File: src/rtl/multi_core_sleep_unit.sv
// APB-programmed sleep controller: one RUN/SHUTDOWN/SLEEP machine per core,
// driving fetch enables and clock gates from per-core wake masks and IRQs.
module multi_core_sleep_unit #(
    parameter int APB_ADDR_WIDTH = 12,
    parameter int NB_CORES       = 4,
    parameter int NB_EVENTS      = 8,
    parameter int TIMEOUT_WIDTH  = 16
) (
    input  logic                      HCLK,
    input  logic                      HRESETn,
    input  logic [APB_ADDR_WIDTH-1:0] PADDR,
    input  logic [31:0]               PWDATA,
    input  logic                      PWRITE,
    input  logic                      PSEL,
    input  logic                      PENABLE,
    output logic [31:0]               PRDATA,
    output logic                      PREADY,
    output logic                      PSLVERR,
    input  logic [NB_CORES-1:0]       irq_i,
    input  logic [NB_EVENTS-1:0]      event_i,
    input  logic [NB_CORES-1:0]       core_busy_i,
    output logic [NB_CORES-1:0]       fetch_en_o,
    output logic [NB_CORES-1:0]       clk_gate_core_o
);

    typedef enum logic [1:0] {
        RUN      = 2'd0,
        SHUTDOWN = 2'd1,
        SLEEP    = 2'd2
    } state_e;

    logic [7:0] word_idx;
    logic [3:0] core_idx;
    logic       access, wr_access;
    logic       core_hit, ctrl_hit, mask_hit, status_hit, timeout_hit, mapped;

    logic [TIMEOUT_WIDTH-1:0] timeout_reg;
    logic [NB_CORES-1:0]      sleep_en_vec, abort_vec, status_vec;
    logic [NB_EVENTS-1:0]     mask_arr [NB_CORES];

    // Each core owns a 16-byte window: CTRL, WAKE_MASK, then two unmapped words.
    assign word_idx    = PADDR[9:2];
    assign core_idx    = word_idx[5:2];
    assign access      = PSEL & PENABLE;
    assign wr_access   = access & PWRITE;
    assign core_hit    = (word_idx[7:6] == 2'b00) && ({1'b0, core_idx} < 5'(NB_CORES));
    assign ctrl_hit    = core_hit && (word_idx[1:0] == 2'd0);
    assign mask_hit    = core_hit && (word_idx[1:0] == 2'd1);
    assign status_hit  = (word_idx == 8'h40);
    assign timeout_hit = (word_idx == 8'h41);
    assign mapped      = ctrl_hit | mask_hit | status_hit | timeout_hit;

    assign PREADY  = 1'b1;
    assign PSLVERR = access & (~mapped | (PWRITE & status_hit));

    always_ff @(posedge HCLK or negedge HRESETn) begin
        if (!HRESETn) begin
            timeout_reg <= '0;
        end else if (wr_access && timeout_hit) begin
            timeout_reg <= PWDATA[TIMEOUT_WIDTH-1:0];
        end
    end

    always_comb begin
        PRDATA = '0;
        if (access && !PWRITE) begin
            if (status_hit) begin
                PRDATA = 32'(status_vec);
            end else if (timeout_hit) begin
                PRDATA = 32'(timeout_reg);
            end else begin
                for (int c = 0; c < NB_CORES; c++) begin
                    if (core_idx == 4'(c)) begin
                        if (ctrl_hit)
                            PRDATA = {30'b0, abort_vec[c], sleep_en_vec[c]};
                        else if (mask_hit)
                            PRDATA = 32'(mask_arr[c]);
                    end
                end
            end
        end
    end

    for (genvar gi = 0; gi < NB_CORES; gi++) begin : g_core
        state_e                   state_reg, state_next;
        logic [TIMEOUT_WIDTH-1:0] cnt_reg, cnt_next;
        logic                     sleep_en_reg, abort_reg, status_reg;
        logic [NB_EVENTS-1:0]     wake_mask_reg;
        logic                     wake, wr_ctrl, wr_mask;
        logic                     hw_clr_sleep, hw_set_abort, fetch, gate;

        assign wake    = irq_i[gi] | (|(event_i & wake_mask_reg));
        assign wr_ctrl = wr_access & ctrl_hit & (core_idx == 4'(gi));
        assign wr_mask = wr_access & mask_hit & (core_idx == 4'(gi));

        always_ff @(posedge HCLK or negedge HRESETn) begin
            if (!HRESETn) begin
                state_reg <= RUN;
                cnt_reg   <= '0;
            end else begin
                state_reg <= state_next;
                cnt_reg   <= cnt_next;
            end
        end

        // Priority inside SHUTDOWN: wake, then timeout abort, then core idle.
        always_comb begin
            state_next   = state_reg;
            cnt_next     = cnt_reg;
            hw_clr_sleep = 1'b0;
            hw_set_abort = 1'b0;
            fetch        = 1'b1;
            gate         = 1'b1;
            case (state_reg)
                RUN: begin
                    fetch = ~(sleep_en_reg & ~wake);
                    if (sleep_en_reg && !wake) begin
                        state_next = SHUTDOWN;
                        cnt_next   = '0;
                    end
                end
                SHUTDOWN: begin
                    fetch    = 1'b0;
                    cnt_next = (&cnt_reg) ? cnt_reg : cnt_reg + TIMEOUT_WIDTH'(1);
                    if (wake) begin
                        state_next   = RUN;
                        hw_clr_sleep = 1'b1;
                    end else if ((timeout_reg != '0) &&
                                 (cnt_reg == timeout_reg - TIMEOUT_WIDTH'(1))) begin
                        state_next   = RUN;
                        hw_clr_sleep = 1'b1;
                        hw_set_abort = 1'b1;
                    end else if (!core_busy_i[gi]) begin
                        state_next   = SLEEP;
                        hw_clr_sleep = 1'b1;
                    end
                end
                SLEEP: begin
                    fetch = 1'b0;
                    gate  = wake;
                    if (wake)
                        state_next = RUN;
                end
                default: state_next = RUN;
            endcase
        end

        // Software writes override hardware clears; a fresh abort beats W1C.
        always_ff @(posedge HCLK or negedge HRESETn) begin
            if (!HRESETn) begin
                sleep_en_reg  <= 1'b0;
                abort_reg     <= 1'b0;
                status_reg    <= 1'b0;
                wake_mask_reg <= '0;
            end else begin
                status_reg <= (state_reg == SLEEP);
                if (wr_ctrl)
                    sleep_en_reg <= PWDATA[0];
                else if (hw_clr_sleep)
                    sleep_en_reg <= 1'b0;
                if (hw_set_abort)
                    abort_reg <= 1'b1;
                else if (wr_ctrl && PWDATA[1])
                    abort_reg <= 1'b0;
                if (wr_mask)
                    wake_mask_reg <= PWDATA[NB_EVENTS-1:0];
            end
        end

        assign fetch_en_o[gi]      = fetch;
        assign clk_gate_core_o[gi] = gate;
        assign sleep_en_vec[gi]    = sleep_en_reg;
        assign abort_vec[gi]       = abort_reg;
        assign status_vec[gi]      = status_reg;
        assign mask_arr[gi]        = wake_mask_reg;
    end

endmodule
File: config.mk
export PLATFORM = sky130hd
export DESIGN_NAME = multi_core_sleep_unit
export DESIGN_NICKNAME = d
export VERILOG_FILES = /design/src/rtl/multi_core_sleep_unit.sv
export SDC_FILE = /design/constraint.sdc
export NUM_CORES = 1
export LEC_CHECK = 0
export CAP_MARGIN = 20
export CORE_MARGIN = 1
export CORE_UTILIZATION = 40
export DETAILED_ROUTE_END_ITERATION = 6
export MAX_ROUTING_LAYER = met4
export PLACE_DENSITY_LB_ADDON = 0.08
export SLEW_MARGIN = 0
export SYNTH_ARGS = -nofsm -noshare
export SYNTH_HDL_FRONTEND = slang
export SYNTH_SLANG_ARGS = --single-unit
File: constraint.sdc
create_clock -name HCLK -period 7.1 [get_ports HCLK]
set_input_delay 1.065 -clock HCLK [delete_from_list [all_inputs] [get_ports HCLK]]
set_output_delay 1.065 -clock HCLK [all_outputs]
set_load 0.02 [all_outputs]
# [After elaboration in Yosys (flattened, before gate mapping)]
# Index checks and enable logic that the tools add are counted.
[op_classes] n_mux=103 bitwise=39 add_sub_neg=5 order_cmp=1 reduce_logical=62 n_eq_ne=34
[ops] op="$mux 32" count=12
[ops] op="$mux 16" count=8
[ops] op="$pmux 16 s2" count=4
[ops] op="$add 16x1->16 const B" count=4
[ops] op="$eq 16x16->1" count=4
[ops] op="$reduce_and 16->1" count=4
[ops] op="$mux 1" count=48
[ops] op="$mux 2" count=20
[ops] op="$and 8x8->8" count=4
[ops] op="$reduce_or 8->1" count=4
[ops] op="$mux 8" count=3
[ops] op="$ne 2x2->1 const B" count=12
[ops] op="$pmux 2 s3" count=4
[ops] op="$reduce_and 3->1" count=8
[ops] op="$reduce_bool 2->1" count=12
[ops] op="$and 1x1->1" count=18
[ops] op="$logic_and 1x1->1" count=17
[ops] op="$eq 8x7->1 const B" count=2
[ops] op="$ne 4x4->1 const B" count=4
[ops] op="$reduce_bool 16->1" count=1
[ops] op="$sub 16x1->16 const B" count=1
[ops] op="$logic_not 2->1" count=6
[ops] op="$eq 2x1->1 const B" count=5
[ops] op="$not 1->1" count=9
[ops] op="9 further kinds" count=30
[totals] register_bits=132 wordCells=269 in_bits=65 out_inout_bits=42

# [Longest topological paths before layout]
[logic_depth] word_depth=18 depth_mapped=12 mapped_depth_nobuf=9

# [Worst setup path before layout]
# OpenSTA, ideal clock, no wires.
[synth_path] path_type="input-to-output" start="in PADDR[4]" end="out PRDATA[0]" cell_stages=8 required_ns=6.035 arrival_time_ns=2.677 path_buffers=2 path_slack_ns=3.358 cell_sequence="clkbuf_1 -> nor3_1 -> clkbuf_1 -> nand3_1 -> o21ai_0 -> a211oi_1 -> o21ai_0 -> a211oi_1"
[synth_between] elab_chain_len=18 elab_cells_between_ends=25 classes_between="order compare: 1; eq/ne: 5; mux: 15; reduce/logical: 4"
[synth_rtl] item="from (decl)" line_no="11" text="input logic [APB_ADDR_WIDTH-1:0] PADDR,"
[synth_rtl] item="$lt 4x3->1" line_no="46" text="assign core_hit = (word_idx[7:6] == 2'b00) && ({1'b0, core_idx} < 5'(NB_CORES));"
[synth_rtl] item="$logic_and 1x1->1" line_no="46"
[synth_rtl] item="$logic_and 1x1->1" line_no="48" text="assign mask_hit = core_hit && (word_idx[1:0] == 2'd1);"
[synth_rtl] item="$mux 8" line_no="76" text="else if (mask_hit)"
[synth_rtl] item="$mux 8" line_no="74" text="if (ctrl_hit)"
[synth_rtl] item="$mux 8" line_no="73" text="if (core_idx == 4'(c)) begin"
[synth_rtl] item="$mux 32" line_no="76"
[synth_rtl] item="$mux 32" line_no="74"
[synth_rtl] item="[... 2 more ...]"
[synth_rtl] item="$mux 32" line_no="74"
[synth_rtl] item="$mux 32" line_no="73"
[synth_rtl] item="$mux 32" line_no="76"
[synth_rtl] item="$mux 32" line_no="74"
[synth_rtl] item="$mux 32" line_no="73"
[synth_rtl] item="$mux 32" line_no="69" text="end else if (timeout_hit) begin"
[synth_rtl] item="$mux 32 (*)" line_no="67" text="if (status_hit) begin"
[synth_rtl] item="$mux 32 (*)" line_no="66" text="if (access && !PWRITE) begin"
[synth_rtl] item="to (decl)" line_no="16" text="output logic [31:0] PRDATA,"
# Every way passes the cells marked *; elsewhere a longest branch is shown, timed or not.

# [Final worst setup path]
[layout_path] start="in PADDR[7]" end="out PRDATA[1]"
# Same word-level chain as after synthesis.

==> results by group <==
Status
  – Status: finished, final reports clean

Clock network
  – Post-CTS setup buffers: 0
  – Clock Latency Late Sink: ~0.43 ns
  – Longest Clk Path Bufs: 2
  – Clock Tree Root: clkbuf_16
  – Worst-path clk slew: roughly 0.06 ns
  – CTS tree: done
  – Hold buffer count at CTS: 0
  – Post-CTS sizing: 0
  – Clock net sink count: around 130
  – CTS HTree Levels: 4
  – Cts bufs inserted: 17

Synth
  – Yosys warns: 0
  – Area contributors post-synth: dfrtp_1 36%, mux2_2 6.6%, xor2_1 5.3%
  – Post-synth top area share: between 30% and 40%
  – Yosys cell types: 74
  – Post-synth EDFFs: 0
  – #FFs+latches synth: roughly 130
  – Gate count of the mapped netlist: roughly 1000
  – Share of the yosys chip area belonging to registers: 35.6%
  – Synth Area per Inst: slightly below 9 sq um
  – Mapped cell area: 9270 sq um
  – Synth async-reset ratio: 100%
  – Synth area leader: dfrtp_1
  – Top_reg_cell synth: dfrtp_1

Critical path
  – Slowest stage cell, crit path: clkdlybuf4s50_1
  – Critical Path Fanout Max: 10
  – R2r startpoint: timeout_reg[0]
  – Worst Setup SP: PADDR[7]
  – Nature of the critical path startpoint: input port
  – Sequence of cells on the critical path: clkdlybuf4s50_1 > nor2_1 > nand2_1 > nor2_1 > a221oi_1 > a21oi_1 > o21ai_0 > a211oi_1 > clkdlybuf4s50_1
  – R2R depth: 9
  – Delay of the slowest critical-path stage: 0.68 ns
  – WS Path Type: input port to output port
  – Reg2reg end: g_core[3].state_reg[1]
  – Crit path capture: PRDATA[1]
  – Required time worst endpoint: about 6 ns
  – Kind of end point of the critical path: output port
  – WP data arrival: just under 4 ns
  – R2R Setup Slk: 2.60 ns

Routing
  – Drt pass-1 iters: 6
  – DR vias: a little over 8000
  – DR iter-0 viols: roughly 570
  – Total Wirelength: 29300 um
  – Drt wl/cell: 21.4 um
  – Vias per inst: between 5 and 6
  – Drt drc: 0
  – Antenna viol nets, final: 0

Finish
  – ANT cells: 0
  – # fillers: approximately 2200
  – Commonest non-fill, non-tap cell in the layout: dfrtp_1
  – Max reg flops: 64
  – Most frequent cells in the layout: 132 x dfrtp_1, 88 x nor2_1, 82 x nand2_1, 68 x clkdlybuf4s50_1, 59 x nand3_1
  – Layout area overhead: 14.9%
  – End-of-flow core utilization: about 47%
  – Finished Layout Cells: between 1000 and 1500
  – Share of layout cells above drive strength 1: roughly 11%
  – Fin nets: ~1100

Min path
  – Hold Path Class: flop to flop
  – Hold_sp: g_core[2].abort_reg
  – Hold path depth: 2

Placed design
  – DPL Wire Length: approximately 21000 um
  – Gpl congestion: between 0.9 and 1
  – PortBufs: between 60 and 70
  – Placed insts: between 1000 and 1500

STA
  – Final worst-path cycle share: a little under three quarters
  – Hold slack final: about 0.52 ns
  – Final hold vios: 0
  – Actual slew at the worst max-slew pin: 1.18 ns
  – Final setup TNS: 0 ns
  – RSZ-0062 raised after global routing: false
  – # setup viols final: 0
  – Slew margin rel.: 21.2%
  – Clock Skew: about 0.017 ns
  – Tmin final: approximately 5.0 ns
  – F_max: about 0.20 GHz
  – Slew Viols, Final: 0

Pwr
  – Total Power: about 2.5 mW
  – Pwr/cell area: ~240 nW/um^2
  – Leak Pwr: ~4.6 nW
  – Peak VDD IR: 0.131 mV

Die
  – Rows: between 50 and 60
  – Starting Density: 40.8%
  – Die Footprint: between 20000 and 25000 sq um
  – Die Y-Extent: between 150 and 200 um
  – Core Region: about 23000 sq um
  – DIE WIDTH: around 150 um
  – Io pins: 107

GRT
  – Total track usage: roughly a quarter
  – Initial antenna violation count: 0
  – First-pass GRT wire length: roughly 46000 um
  – Total grt overflow: 0
  – Largest net degree at the start of global routing: 75
  – Vias in the first global route: about 7900

Run
  – Max-Cap Viols: 0
-- per-stage QoR --
| stage | worst slack, ns | area [sq um] |
|---|---|---|
| final | 2.06 | 10600 |
| after global routing | 1.86 | 10600 |
| after CTS | 2.07 | 10600 |
| after detailed placement | 2.09 | 10000 |
| after global placement | 2.06 | 10000 |
| after floorplan | 3.36 | 9320 |
-- cells in the mapped netlist (all sizes together), types with 5 or more instances --
master,n
ha,6
mux2,54
or2,6
a221oi,6
nand3b,7
inv,24
xnor3,8
a21oi,33
nand2b,10
o21ai,53
a211o,5
nor4,18
a211oi,10
nor2,89
or4,10
buf,42
nand3,59
nor3,38
or3,15
nand2,82
nor3b,7
mux2i,6
o31ai,7
dfrtp,132
clkbuf,42
a22oi,12
xnor2,44
xor2,58
nand4,26
nor2b,14
a221o,5
and2,19
a22o,5
o221ai,6
and3,24
and4,6
-- layer usage --
layer / GRT usage (%) / vias up / share of wire, % / wire length (um)
met5: - / - / 0 / 0
met4: 10.6 / 0 / 3.4 / 989
met3: 4.34 / 49 / 5.2 / 1540
met2: 40.5 / 296 / 46 / 13400
met1: 35.1 / 3941 / 46 / 13400
li1: - / 3791 / - / -
-- worst max-delay path: cells and delay by family --
family,cells,cell delay (ns)
and+or+nand+nor,3,1.00
buffers and inverters,2,1.09
AOI/OAI and AO/OA,4,0.83
-- final cells by class --
type	instances	area (sq um)	share of cell area [%]
clock buffers	18	439	4.12
clock inverters	14	191	1.80
inverters	24	90.1	0.846
multi-input cells	818	5490	51.6
flip-flops and latches	132	3300	31.0
well taps	285	357	3.35
repair buffers	80	774	7.27
-- how the worst min path moves through the flow --
stage,end,slack [ns]
floorplan,g_core[0].abort_reg,0.47
global placement,g_core[0].abort_reg,0.51
finish,g_core[2].abort_reg,0.52
global route,g_core[0].wake_mask_reg[4],0.56
CTS,g_core[2].abort_reg,0.53
detailed placement,g_core[0].abort_reg,0.51
-- report_power, final --
| group | internal [mW] | total (mW) | leakage (nW) | switching (mW) |
|---|---|---|---|---|
| registers | 0.819 | 0.938 | 1.82 | 0.120 |
| logic | 0.246 | 0.617 | 2.45 | 0.371 |
| clock network | 0.576 | 0.977 | 0.310 | 0.401 |
-- cell families (layout without fill, tap and decap cells) --
family,count (synthesis),after routing,share of synthesized area (%)
and+or+nand+nor,439,439,24.7
AOI/OAI and AO/OA,184,184,13.5
DFF,132,132,35.6
xor gates and xnor gates,112,112,12.3
buffers and inverters,108,136,5.68
muxes,60,60,7.21
adders and majority gates,6,6,0.810
other,2,17,0.0810
Power figures use the tool's default switching activity.
